File: src/rtl/sc_lane_scheduler_pkg.sv
// Purpose : shared constants for the lane scheduler: state encoding, level commands, lane period table.
// Latency : n/a (package only).
// Backpressure: n/a.
package sc_lane_scheduler_pkg;

    typedef enum logic [1:0] {
        ST_IDLE = 2'd0,
        ST_LOAD = 2'd1,
        ST_RUN  = 2'd2,
        ST_DONE = 2'd3
    } scState_t;

    // Commands from the main state machine.
    localparam logic [2:0] TR_NONE  = 3'b000;
    localparam logic [2:0] TR_L1    = 3'b001;
    localparam logic [2:0] TR_L2    = 3'b010;
    localparam logic [2:0] TR_L3    = 3'b011;
    localparam logic [2:0] TR_L4    = 3'b100;
    localparam logic [2:0] TR_FINAL = 3'b101;

    // Base tick counts per lane at level 1; lanes beyond the table use BASE_DEFAULT.
    localparam int NUM_BASE              = 4;
    localparam int BASE_PERIOD [NUM_BASE] = '{12, 10, 14, 9};
    localparam int BASE_DEFAULT          = 8;
    localparam int LEVEL_STEP            = 2;

    function automatic logic isLevelCmd(input logic [2:0] tr);
        return (tr >= TR_L1) && (tr <= TR_L4);
    endfunction

    // Each level speeds every lane up by LEVEL_STEP base ticks, never below one tick.
    function automatic int lanePeriod(input int lane, input int level);
        int base;
        int p;
        base = (lane < NUM_BASE) ? BASE_PERIOD[lane % NUM_BASE] : BASE_DEFAULT;
        p = base - LEVEL_STEP * (level - 1);
        return (p < 1) ? 1 : p;
    endfunction

    // Staggered first countdown so lanes do not all move in phase.
    function automatic int lanePreload(input int lane, input int period);
        return 1 + (lane % period);
    endfunction

endpackage

File: src/rtl/sc_lane_counter.sv
// Purpose : one lane's countdown; loads a start value, decrements per step, reloads its period and pulses at 1.
// Latency : laneTick is registered, high the cycle after the step that found the counter at 1.
// Backpressure: none; step is simply withheld by the scheduler while frozen.
// Ports   : clock/reset, load + loadValue (start count), period (reload value), step (base tick), laneTick (pulse).
module sc_lane_counter #(
    parameter int CNT_W = 5
) (
    input  logic             SC_LANE_COUNTER_CLOCK_50,
    input  logic             SC_LANE_COUNTER_RESET_InHigh,
    input  logic             load,
    input  logic [CNT_W-1:0] loadValue,
    input  logic [CNT_W-1:0] period,
    input  logic             step,
    output logic             laneTick
);

    logic [CNT_W-1:0] count;

    always_ff @(posedge SC_LANE_COUNTER_CLOCK_50 or posedge SC_LANE_COUNTER_RESET_InHigh) begin
        if (SC_LANE_COUNTER_RESET_InHigh) begin
            count    <= '0;
            laneTick <= 1'b0;
        end else begin
            laneTick <= 1'b0;
            if (load) begin
                count <= loadValue;
            end else if (step) begin
                // <= 1 rather than == 1 so a never-loaded zero count cannot wrap around.
                if (count <= CNT_W'(1)) begin
                    count    <= period;
                    laneTick <= 1'b1;
                end else begin
                    count <= count - CNT_W'(1);
                end
            end
        end
    end

endmodule

File: src/rtl/sc_lane_scheduler.sv
// Purpose : schedules per-lane obstacle move pulses from a prescaled base tick; IDLE/LOAD/RUN/DONE FSM.
// Latency : first pulse of lane i in RUN cycle period_i*PRESCALE (RUN cycle 0 = first RUN cycle).
// Backpressure: hold_InLow low freezes prescaler and lanes and masks pulses; commands override hold.
// Ports   : CLOCK_50, RESET_InHigh (async), transition_InBUS (level cmd), hold_InLow,
//           laneTick_OutBUS (per-lane pulse), level_OutBUS, running_OutHigh, done_OutHigh.
// Build   : define SC_LANE_SCHEDULER_STAGGER_EN to offset initial lane phases.
module sc_lane_scheduler #(
    parameter int PRESCALE  = 2500000,
    parameter int NUM_LANES = 4,
    parameter int CNT_W     = 5
) (
    input  logic                 SC_LANE_SCHEDULER_CLOCK_50,
    input  logic                 SC_LANE_SCHEDULER_RESET_InHigh,
    input  logic [2:0]           SC_LANE_SCHEDULER_transition_InBUS,
    input  logic                 SC_LANE_SCHEDULER_hold_InLow,
    output logic [NUM_LANES-1:0] SC_LANE_SCHEDULER_laneTick_OutBUS,
    output logic [2:0]           SC_LANE_SCHEDULER_level_OutBUS,
    output logic                 SC_LANE_SCHEDULER_running_OutHigh,
    output logic                 SC_LANE_SCHEDULER_done_OutHigh
);
    import sc_lane_scheduler_pkg::*;

    localparam int PS_W = (PRESCALE > 1) ? $clog2(PRESCALE) : 1;

    scState_t              state;
    scState_t              nextState;
    logic [2:0]            level;
    logic [PS_W-1:0]       prescaler;
    logic                  levelCmd;
    logic                  finalCmd;
    logic                  active;
    logic                  baseTick;
    logic                  laneStep;
    logic                  running;
    logic                  done;
    logic [NUM_LANES-1:0]  laneTickQ;

    assign levelCmd = isLevelCmd(SC_LANE_SCHEDULER_transition_InBUS);
    assign finalCmd = (SC_LANE_SCHEDULER_transition_InBUS == TR_FINAL);

    always_ff @(posedge SC_LANE_SCHEDULER_CLOCK_50 or posedge SC_LANE_SCHEDULER_RESET_InHigh) begin
        if (SC_LANE_SCHEDULER_RESET_InHigh) begin
            state <= ST_IDLE;
        end else begin
            state <= nextState;
        end
    end

    always_comb begin
        nextState = state;
        running   = 1'b0;
        done      = 1'b0;
        case (state)
            ST_IDLE: ;
            ST_LOAD: nextState = finalCmd ? ST_DONE : ST_RUN;
            ST_RUN: begin
                running = SC_LANE_SCHEDULER_hold_InLow;
                if (finalCmd) nextState = ST_DONE;
            end
            ST_DONE: done = 1'b1;
            default: nextState = ST_IDLE;
        endcase
        // A new level wins from every state, ahead of hold and pending ticks.
        if (levelCmd) nextState = ST_LOAD;
    end

    // Counting only advances in unheld RUN with no command about to leave RUN,
    // so a tick due on a command cycle is dropped rather than emitted in LOAD/DONE.
    assign active   = (state == ST_RUN) && SC_LANE_SCHEDULER_hold_InLow && !levelCmd && !finalCmd;
    assign baseTick = (prescaler == PS_W'(PRESCALE - 1));
    assign laneStep = active && baseTick;

    always_ff @(posedge SC_LANE_SCHEDULER_CLOCK_50 or posedge SC_LANE_SCHEDULER_RESET_InHigh) begin
        if (SC_LANE_SCHEDULER_RESET_InHigh) begin
            level     <= 3'd0;
            prescaler <= '0;
        end else begin
            if (levelCmd) level <= SC_LANE_SCHEDULER_transition_InBUS;
            if (state == ST_LOAD) begin
                prescaler <= '0;
            end else if (active) begin
                prescaler <= baseTick ? '0 : prescaler + PS_W'(1);
            end
        end
    end

    for (genvar i = 0; i < NUM_LANES; i++) begin : gLane
        logic [CNT_W-1:0] period;
        logic [CNT_W-1:0] preload;

        assign period = CNT_W'(lanePeriod(i, int'(level)));
`ifdef SC_LANE_SCHEDULER_STAGGER_EN
        assign preload = CNT_W'(lanePreload(i, lanePeriod(i, int'(level))));
`else
        assign preload = period;
`endif

        sc_lane_counter #(.CNT_W(CNT_W)) uCounter (
            .SC_LANE_COUNTER_CLOCK_50     (SC_LANE_SCHEDULER_CLOCK_50),
            .SC_LANE_COUNTER_RESET_InHigh (SC_LANE_SCHEDULER_RESET_InHigh),
            .load                         (state == ST_LOAD),
            .loadValue                    (preload),
            .period                       (period),
            .step                         (laneStep),
            .laneTick                     (laneTickQ[i])
        );
    end

    // Pulses are registered but gated by the live hold so a freeze silences them at once.
    assign SC_LANE_SCHEDULER_laneTick_OutBUS  = running ? laneTickQ : '0;
    assign SC_LANE_SCHEDULER_level_OutBUS     = level;
    assign SC_LANE_SCHEDULER_running_OutHigh  = running;
    assign SC_LANE_SCHEDULER_done_OutHigh     = done;

endmodule

File: config.mk
export PLATFORM = sky130hd
export DESIGN_NAME = sc_lane_scheduler
export DESIGN_NICKNAME = d
export VERILOG_FILES = /design/src/rtl/sc_lane_scheduler_pkg.sv /design/src/rtl/sc_lane_counter.sv /design/src/rtl/sc_lane_scheduler.sv
export SDC_FILE = /design/constraint.sdc
export NUM_CORES = 1
export LEC_CHECK = 0
export CORE_ASPECT_RATIO = 1.25
export CORE_MARGIN = 2
export CORE_UTILIZATION = 45
export DETAILED_ROUTE_END_ITERATION = 8
export RECOVER_POWER = 25
export SETUP_SLACK_MARGIN = 0.02
export SLEW_MARGIN = 10
export SYNTH_ARGS = -nofsm -noshare
export SYNTH_HDL_FRONTEND = slang
export SYNTH_SLANG_ARGS = --single-unit
File: constraint.sdc
create_clock -name SC_LANE_SCHEDULER_CLOCK_50 -period 2.6 [get_ports SC_LANE_SCHEDULER_CLOCK_50]
set_input_delay 0.39 -clock SC_LANE_SCHEDULER_CLOCK_50 [delete_from_list [all_inputs] [get_ports SC_LANE_SCHEDULER_CLOCK_50]]
set_output_delay 0.39 -clock SC_LANE_SCHEDULER_CLOCK_50 [all_outputs]
set_load 0.005 [all_outputs]
* Word level (Yosys, flattened, before mapping) *
Cells that the tools add are included.

operators by class
  multiplexer cells = 38
  $lt $le $gt $ge = 10
  reduce and logical (&&, ||, !) cells = 11
  eq/ne operators = 6
  add/sub/neg operators = 10

operators by type and width
  cell                                                                    number
  5-bit two-way mux                                                       16
  22-bit two-way mux                                                      3
  6-bit by 2-bit < comparator with 1-bit output (second input constant)   4
  5-bit by 5-bit subtractor with 6-bit output (first input constant)      4
  22-bit by 1-bit adder with 22-bit output (second input constant)        1
  22-bit equality test (second input constant)                            1
  5-bit by 1-bit <= comparator with 1-bit output (second input constant)  4
  5-bit by 1-bit subtractor with 5-bit output (second input constant)     4
  1-bit two-way mux                                                       15
  1-bit logical AND                                                       5
  2-bit equality test (second input constant)                             2
  2-bit two-way mux                                                       2
  4-bit two-way mux                                                       1
  2-bit one-hot mux with 2 select lines                                   1
  2-bit nonzero test                                                      2
  3-bit by 1-bit subtractor with 4-bit output (second input constant)     1
  3-bit equality test (second input constant)                             1
  3-bit by 1-bit >= comparator with 1-bit output (second input constant)  1
  3-bit <= comparator (second input constant)                             1
  3-bit != test (second input constant)                                   1
  3-bit nonzero test                                                      1
  2-bit by 1-bit equality test with 1-bit output (second input constant)  1
  1-bit logical NOT                                                       2
  2-bit AND reduction                                                     1

word-level totals
  flip-flop bits (word level) = 51
  logic and storage cells = 86
  output and inout port bits = 9

* Logic depth before layout (Yosys ltp) *
  depth in word-level cells = 8
  mapped depth = 11
  mapped depth without buffers = 10

* Cells and area by module *
A second synthesis with hierarchy kept.

unflattened totals
  cells, all modules = 421
  area, all modules = 3,573.4 um2

modules (own cells, without submodules)
  module             cells an instance  times used  area an instance (um2)
  sc_lane_scheduler  221                1           1,826.8
  sc_lane_counter    50                 4           436.7

* Worst setup path after synthesis *
Ideal clock, no wire load.

  path kind = register to register
  start = reg level[0], in the netlist SC_LANE_SCHEDULER_level_OutBUS[0]
  end = reg gLane[1].uCounter.count[3]
  setup slack = -0.212 ns
  path buffers = 1
  setup time = 0.064 ns
  stages on the path, launching flop included = 12
  data arrival time = 2.748 ns
  path through = dfrtp_1 -> clkbuf_1 -> inv_1 -> ha_1 -> xnor2_1 -> inv_1 -> ha_1 -> ha_1 -> and3_1 -> or3_1 -> o22ai_1 -> mux2_2

on the way
  word-level cells in the longest chain between the ends = 7

ends and longest elaborated chain
  element                                        line                         text
  start, declared                                sc_lane_scheduler.sv:27      logic [2:0] level;
  start signal, assigned                         sc_lane_scheduler.sv:78      if (levelCmd) level <= SC_LANE_SCHEDULER_transition_InBUS;
  3-bit by 1-bit subtractor with 4-bit output *  sc_lane_scheduler_pkg.sv:36  p = base - LEVEL_STEP * (level - 1);
  5-bit by 5-bit subtractor with 6-bit output *  sc_lane_scheduler_pkg.sv:36
  6-bit by 2-bit < comparator with 1-bit output  sc_lane_scheduler_pkg.sv:37  return (p < 1) ? 1 : p;
  5-bit two-way mux *                            sc_lane_scheduler_pkg.sv:37
  5-bit two-way mux                              sc_lane_counter.sv:29        if (count <= CNT_W'(1)) begin
  5-bit two-way mux                              sc_lane_counter.sv:27        end else if (step) begin
  5-bit two-way mux *                            sc_lane_counter.sv:25        if (load) begin
  end signal, assigned                           sc_lane_counter.sv:26        count <= loadValue;
  end signal, assigned                           sc_lane_counter.sv:30        count <= period;
  end signal, assigned                           sc_lane_counter.sv:33        count <= count - CNT_W'(1);
  end, declared                                  sc_lane_counter.sv:17        logic [CNT_W-1:0] count;

Mark *: on every way between the ends. The rest lies on a longest branch, timed or not. The select of a mux whose other input is x is not followed.
A chain may end at the register's enable or synchronous reset.

* Worst setup path after layout *
  start = reg level[1], in the netlist SC_LANE_SCHEDULER_level_OutBUS[1]
  end = reg gLane[1].uCounter.count[3]

Same word-level chain as after synthesis.

==> summary.txt <==
Setup path
  – Max stage delay on crit path: 0.39 ns
  – Capturing element type of the critical path: register
  – Number of buffers and inverters on the critical path: 2
  – CP arrival: 2.71 ns
  – Worst Setup Start Kind: register
  – Sequence of cells on the critical path: inv_1 -> ha_4 -> xnor2_4 -> inv_1 -> ha_1 -> ha_1 -> and3_1 -> or3_1 -> o22ai_1 -> mux2_2
  – Worst-path cell with the longest stage delay: sky130_fd_sc_hd__dfrtp_1
  – Worst setup path category: register to register
  – Category of cells accounting for the largest share of critical-path delay: adder cells
  – Flop2flop setup slack: 0.14 ns
  – Depth of the worst register-to-register path: 10
  – Data required, critical path: 2.84 ns
  – Biggest fanout along the worst timing path: 5
  – Origin of the critical flop-to-flop path: SC_LANE_SCHEDULER_level_OutBUS[1]
  – Reg2reg end: gLane[1].uCounter.count[3]

Floorplan
  – Number of core rows: 34
  – Area of the core: 0.00706 mm^2
  – Starting density of the core: 46.8%
  – Height of the die: 99.9 um
  – Count of boundary I/O pins: 15
  – Die Area: 0.00806 mm^2
  – Die Wd: 80.7 um

Global route
  – Vias in the first global route: 2,961
  – Global Route met1 Usage: 28.3%
  – Met2 layer usage reported by global route: 40.6%
  – Global-route track usage on met3: 2.79%
  – Initial antenna violation count: 0
  – Largest net degree at the start of global routing: 32
  – Peak-usage layer in the global routing report: met2
  – Grt ovf: 0
  – Overall routing resource usage: 22.9%
  – Global-route wire length before repair: 14,500 um

Clocking
  – Clock tree from TritonCTS: yes
  – Number of levels in the clock H-tree: 2
  – # clock sinks: 51
  – TritonCTS buffer count: 5
  – Clock network latency to the later pin of the worst-skew pair: 0.30 ns
  – Post-cts hold buffer count: 0
  – Clk buf depth: 2
  – Number of instances resized during post-cts repair: 0
  – Cell at the root of the clock tree: sky130_fd_sc_hd__clkbuf_8
  – Clock-pin transition on the worst setup and hold timing paths: 0.10 ns
  – Post-CTS setup buffer count: 0

Min path
  – Number of stages on the worst hold path: 1
  – Hold worst-path end: prescaler[17]
  – Hold/Removal Path Class: register to register
  – Start point of the worst min-delay path: prescaler[17]

Power
  – Leakage power: 0.00161 uW
  – Power per cell area: 744 mW/mm^2
  – Overall power consumption: 2800 uW
  – Max rail drop VDD: 0.332 mV

Timing
  – Final setup fails: 0
  – Final Hold Vio Count: 0
  – Fin crit period: 2.46 ns
  – Unrepaired setup endpoints after global routing: no
  – Pins Over Slew Limit: 0
  – Peak clock frequency supported by timing: 406 MHz
  – Setup_tns: 0 ns
  – Worst slew slack as a fraction of its limit: 44.3%
  – Part of the cycle the worst path needs: 94.7%
  – Clock skew: 0.00726 ns
  – Slew at the pin with the worst max-slew slack: 0.835 ns

Run status
  – Run status: complete, no violations

Routing
  – Initial detailed-routing violation count: 199
  – Total wire length after detailed routing: 8460 um
  – DR pass1 iterations: 4
  – Drt drc: 0
  – Total via count in the routed design: 3,010
  – Detail-routed via count per cell: 6.06
  – Post-detailed-route wirelength per cell: 17.0 um
  – Remaining antenna violation count after routing: 0

Yosys
  – Number of enable flip-flop cells after synthesis: 0
  – Async set-reset flop share out of synthesis: 100%
  – Cell variety after synth: 64
  – Count of yosys warnings during synthesis: 0
  – Most common flop cell mapped by yosys: sky130_fd_sc_hd__dfrtp_1
  – Part of the Yosys area used for sequential elements: 38.6%
  – Gate count of the mapped netlist: 380
  – Avg Cell Area, Syn: 8.71 um^2
  – Syn nets: 402
  – Synthesis-stage register bit count: 51
  – Synth Cell Area: 0.00331 mm^2

Placement
  – Detailed placer's ending HPWL: 6040 um
  – Routability congestion estimate from global placement: 0.855
  – Port buffer count: 14

Finish
  – Share of layout cells above drive strength 1: 12.0%
  – Final-stage net count: 428
  – Diodes inserted: 0
  – Synth-to-Final Area Change: 13.7%

Job
  – Max-capacitance violation count: 0
cell usage in the layout (no fill, tap or decap), types with 2 or more instances in the layout:
master	synthesis	routed
sky130_fd_sc_hd__o21ai_0	24	24
sky130_fd_sc_hd__clkdlybuf4s50_1	0	13
sky130_fd_sc_hd__nand3_1	11	11
sky130_fd_sc_hd__a41oi_1	7	7
sky130_fd_sc_hd__nor2_1	25	25
sky130_fd_sc_hd__and3_1	5	5
sky130_fd_sc_hd__o21bai_1	3	3
sky130_fd_sc_hd__nor3_1	16	16
sky130_fd_sc_hd__o22ai_1	2	2
sky130_fd_sc_hd__and2_1	6	6
sky130_fd_sc_hd__a31oi_1	32	32
sky130_fd_sc_hd__clkbuf_8	0	6
sky130_fd_sc_hd__nand3b_1	3	3
sky130_fd_sc_hd__xor2_1	3	3
sky130_fd_sc_hd__mux2_2	2	2
sky130_fd_sc_hd__buf_4	0	21
sky130_fd_sc_hd__dfrtp_1	51	51
sky130_fd_sc_hd__or3_1	6	6
sky130_fd_sc_hd__nand2_1	41	41
sky130_fd_sc_hd__inv_1	17	16
sky130_fd_sc_hd__a21oi_2	2	2
sky130_fd_sc_hd__nand4_1	4	4
sky130_fd_sc_hd__nand2b_1	7	7
sky130_fd_sc_hd__xnor2_1	5	4
sky130_fd_sc_hd__ha_1	16	15
sky130_fd_sc_hd__o211ai_1	4	4
sky130_fd_sc_hd__mux2_4	2	2
sky130_fd_sc_hd__a21oi_1	20	20
sky130_fd_sc_hd__o31ai_1	3	3
sky130_fd_sc_hd__nor2b_1	4	4
sky130_fd_sc_hd__o21ai_1	6	6
sky130_fd_sc_hd__o21a_1	2	2
sky130_fd_sc_hd__a22o_1	3	3
metal layers:
layer / wire (um) / vias to the layer above
met5: 0 / -
met1: 3610 / 1472
met2: 4300 / 72
li1: - / 1450
met3: 334 / 16
met4: 213 / 0
worst max-delay path by stage:
stage | start | to | slack (ns) | cells past startpoint
after floorplan | SC_LANE_SCHEDULER_level_OutBUS[0] | gLane[1].uCounter.count[3] | 0.05 | 11
after global placement | SC_LANE_SCHEDULER_level_OutBUS[0] | gLane[1].uCounter.count[3] | 0.18 | 10
after detailed placement | SC_LANE_SCHEDULER_level_OutBUS[0] | gLane[1].uCounter.count[3] | 0.13 | 10
after CTS | SC_LANE_SCHEDULER_level_OutBUS[0] | gLane[1].uCounter.count[3] | 0.09 | 10
after global routing | SC_LANE_SCHEDULER_level_OutBUS[1] | gLane[1].uCounter.count[3] | 0.02 | 10
final | SC_LANE_SCHEDULER_level_OutBUS[1] | gLane[1].uCounter.count[3] | 0.14 | 10
power by group:
group	leakage (uW)	switching (uW)	internal, uW
Sequential	0.000662	182	949
Combinational	0.000899	667	515
Clock	0.0000484	266	219
Total	0.00161	1120	1680
synthesized netlist by cell type (2+ instances only):
master	count	share of area, %
sky130_fd_sc_hd__dfrtp_1	51	39
sky130_fd_sc_hd__nand2_1	41	4.7
sky130_fd_sc_hd__a31oi_1	32	6.1
sky130_fd_sc_hd__nor2_1	25	2.8
sky130_fd_sc_hd__o21ai_0	24	3.6
sky130_fd_sc_hd__a21oi_1	20	3.0
sky130_fd_sc_hd__inv_1	17	1.9
sky130_fd_sc_hd__ha_1	16	6.1
sky130_fd_sc_hd__nor3_1	16	2.4
sky130_fd_sc_hd__clkbuf_1	11	1.2
sky130_fd_sc_hd__nand3_1	11	1.7
sky130_fd_sc_hd__a41oi_1	7	1.9
sky130_fd_sc_hd__nand2b_1	7	1.3
sky130_fd_sc_hd__and2_1	6	1.1
sky130_fd_sc_hd__o21ai_1	6	0.91
sky130_fd_sc_hd__or3_1	6	1.1
sky130_fd_sc_hd__and3_1	5	0.95
sky130_fd_sc_hd__xnor2_1	5	1.3
sky130_fd_sc_hd__nand4_1	4	0.76
sky130_fd_sc_hd__nor2b_1	4	0.76
sky130_fd_sc_hd__o211ai_1	4	0.91
sky130_fd_sc_hd__a22o_1	3	0.79
sky130_fd_sc_hd__buf_2	3	0.45
sky130_fd_sc_hd__buf_6	3	1.0
sky130_fd_sc_hd__nand3b_1	3	0.68
sky130_fd_sc_hd__o21bai_1	3	0.68
sky130_fd_sc_hd__o31ai_1	3	0.68
sky130_fd_sc_hd__xor2_1	3	0.79
sky130_fd_sc_hd__a21oi_2	2	0.53
sky130_fd_sc_hd__mux2_2	2	0.68
sky130_fd_sc_hd__mux2_4	2	0.91
sky130_fd_sc_hd__o21a_1	2	0.45
sky130_fd_sc_hd__o22ai_1	2	0.38
area by class of cell:
type	count	area, um^2
sequential	51	1280
clock buffer	7	86.3
tap	90	113
inverter	17	63.8
clock inverter	1	8.76
fill	684	3300
multi-input combinational	295	1910
timing repair buffer	36	303
state kept, by name, summed over array words and instances, names as in the netlist:
signal                          flops
SC_LANE_SCHEDULER_level_OutBUS      3
gLane.uCounter.count               20
gLane.uCounter.laneTick             4
prescaler                          22
state                               2
per-stage QoR:
step | hold slack (ns) | cell area, um^2 | setup slack [ns] | utilization [%] | std cells
3_5_place_dp | 0.501 | 3660 | 0.127 | 51.8 | 489
4_1_cts | 0.431 | 3750 | 0.0923 | 53.2 | 497
3_3_place_gp | 0.488 | 3660 | 0.176 | 51.8 | 489
5_1_grt | 0.535 | 3760 | 0.0248 | 53.2 | 497
2_1_floorplan | 0.469 | 3330 | 0.0458 | - | 380
6_report | 0.513 | 3760 | 0.138 | 53.2 | 497
kinds of logic (layout without fill, tap and decap cells):
kind of cell,count (synthesis),after routing,share of synthesized area [%]
XOR/XNOR,8,8,2.12
adder cells (fa/ha/maj),17,17,6.35
buffers and inverters,34,61,4.65
multiplexers,5,5,1.89
AND/OR/NAND/NOR,138,138,21.5
AO/OA/AOI/OAI,127,127,24.9
flip-flops,51,51,38.6
Power figures use the tool's default switching activity.
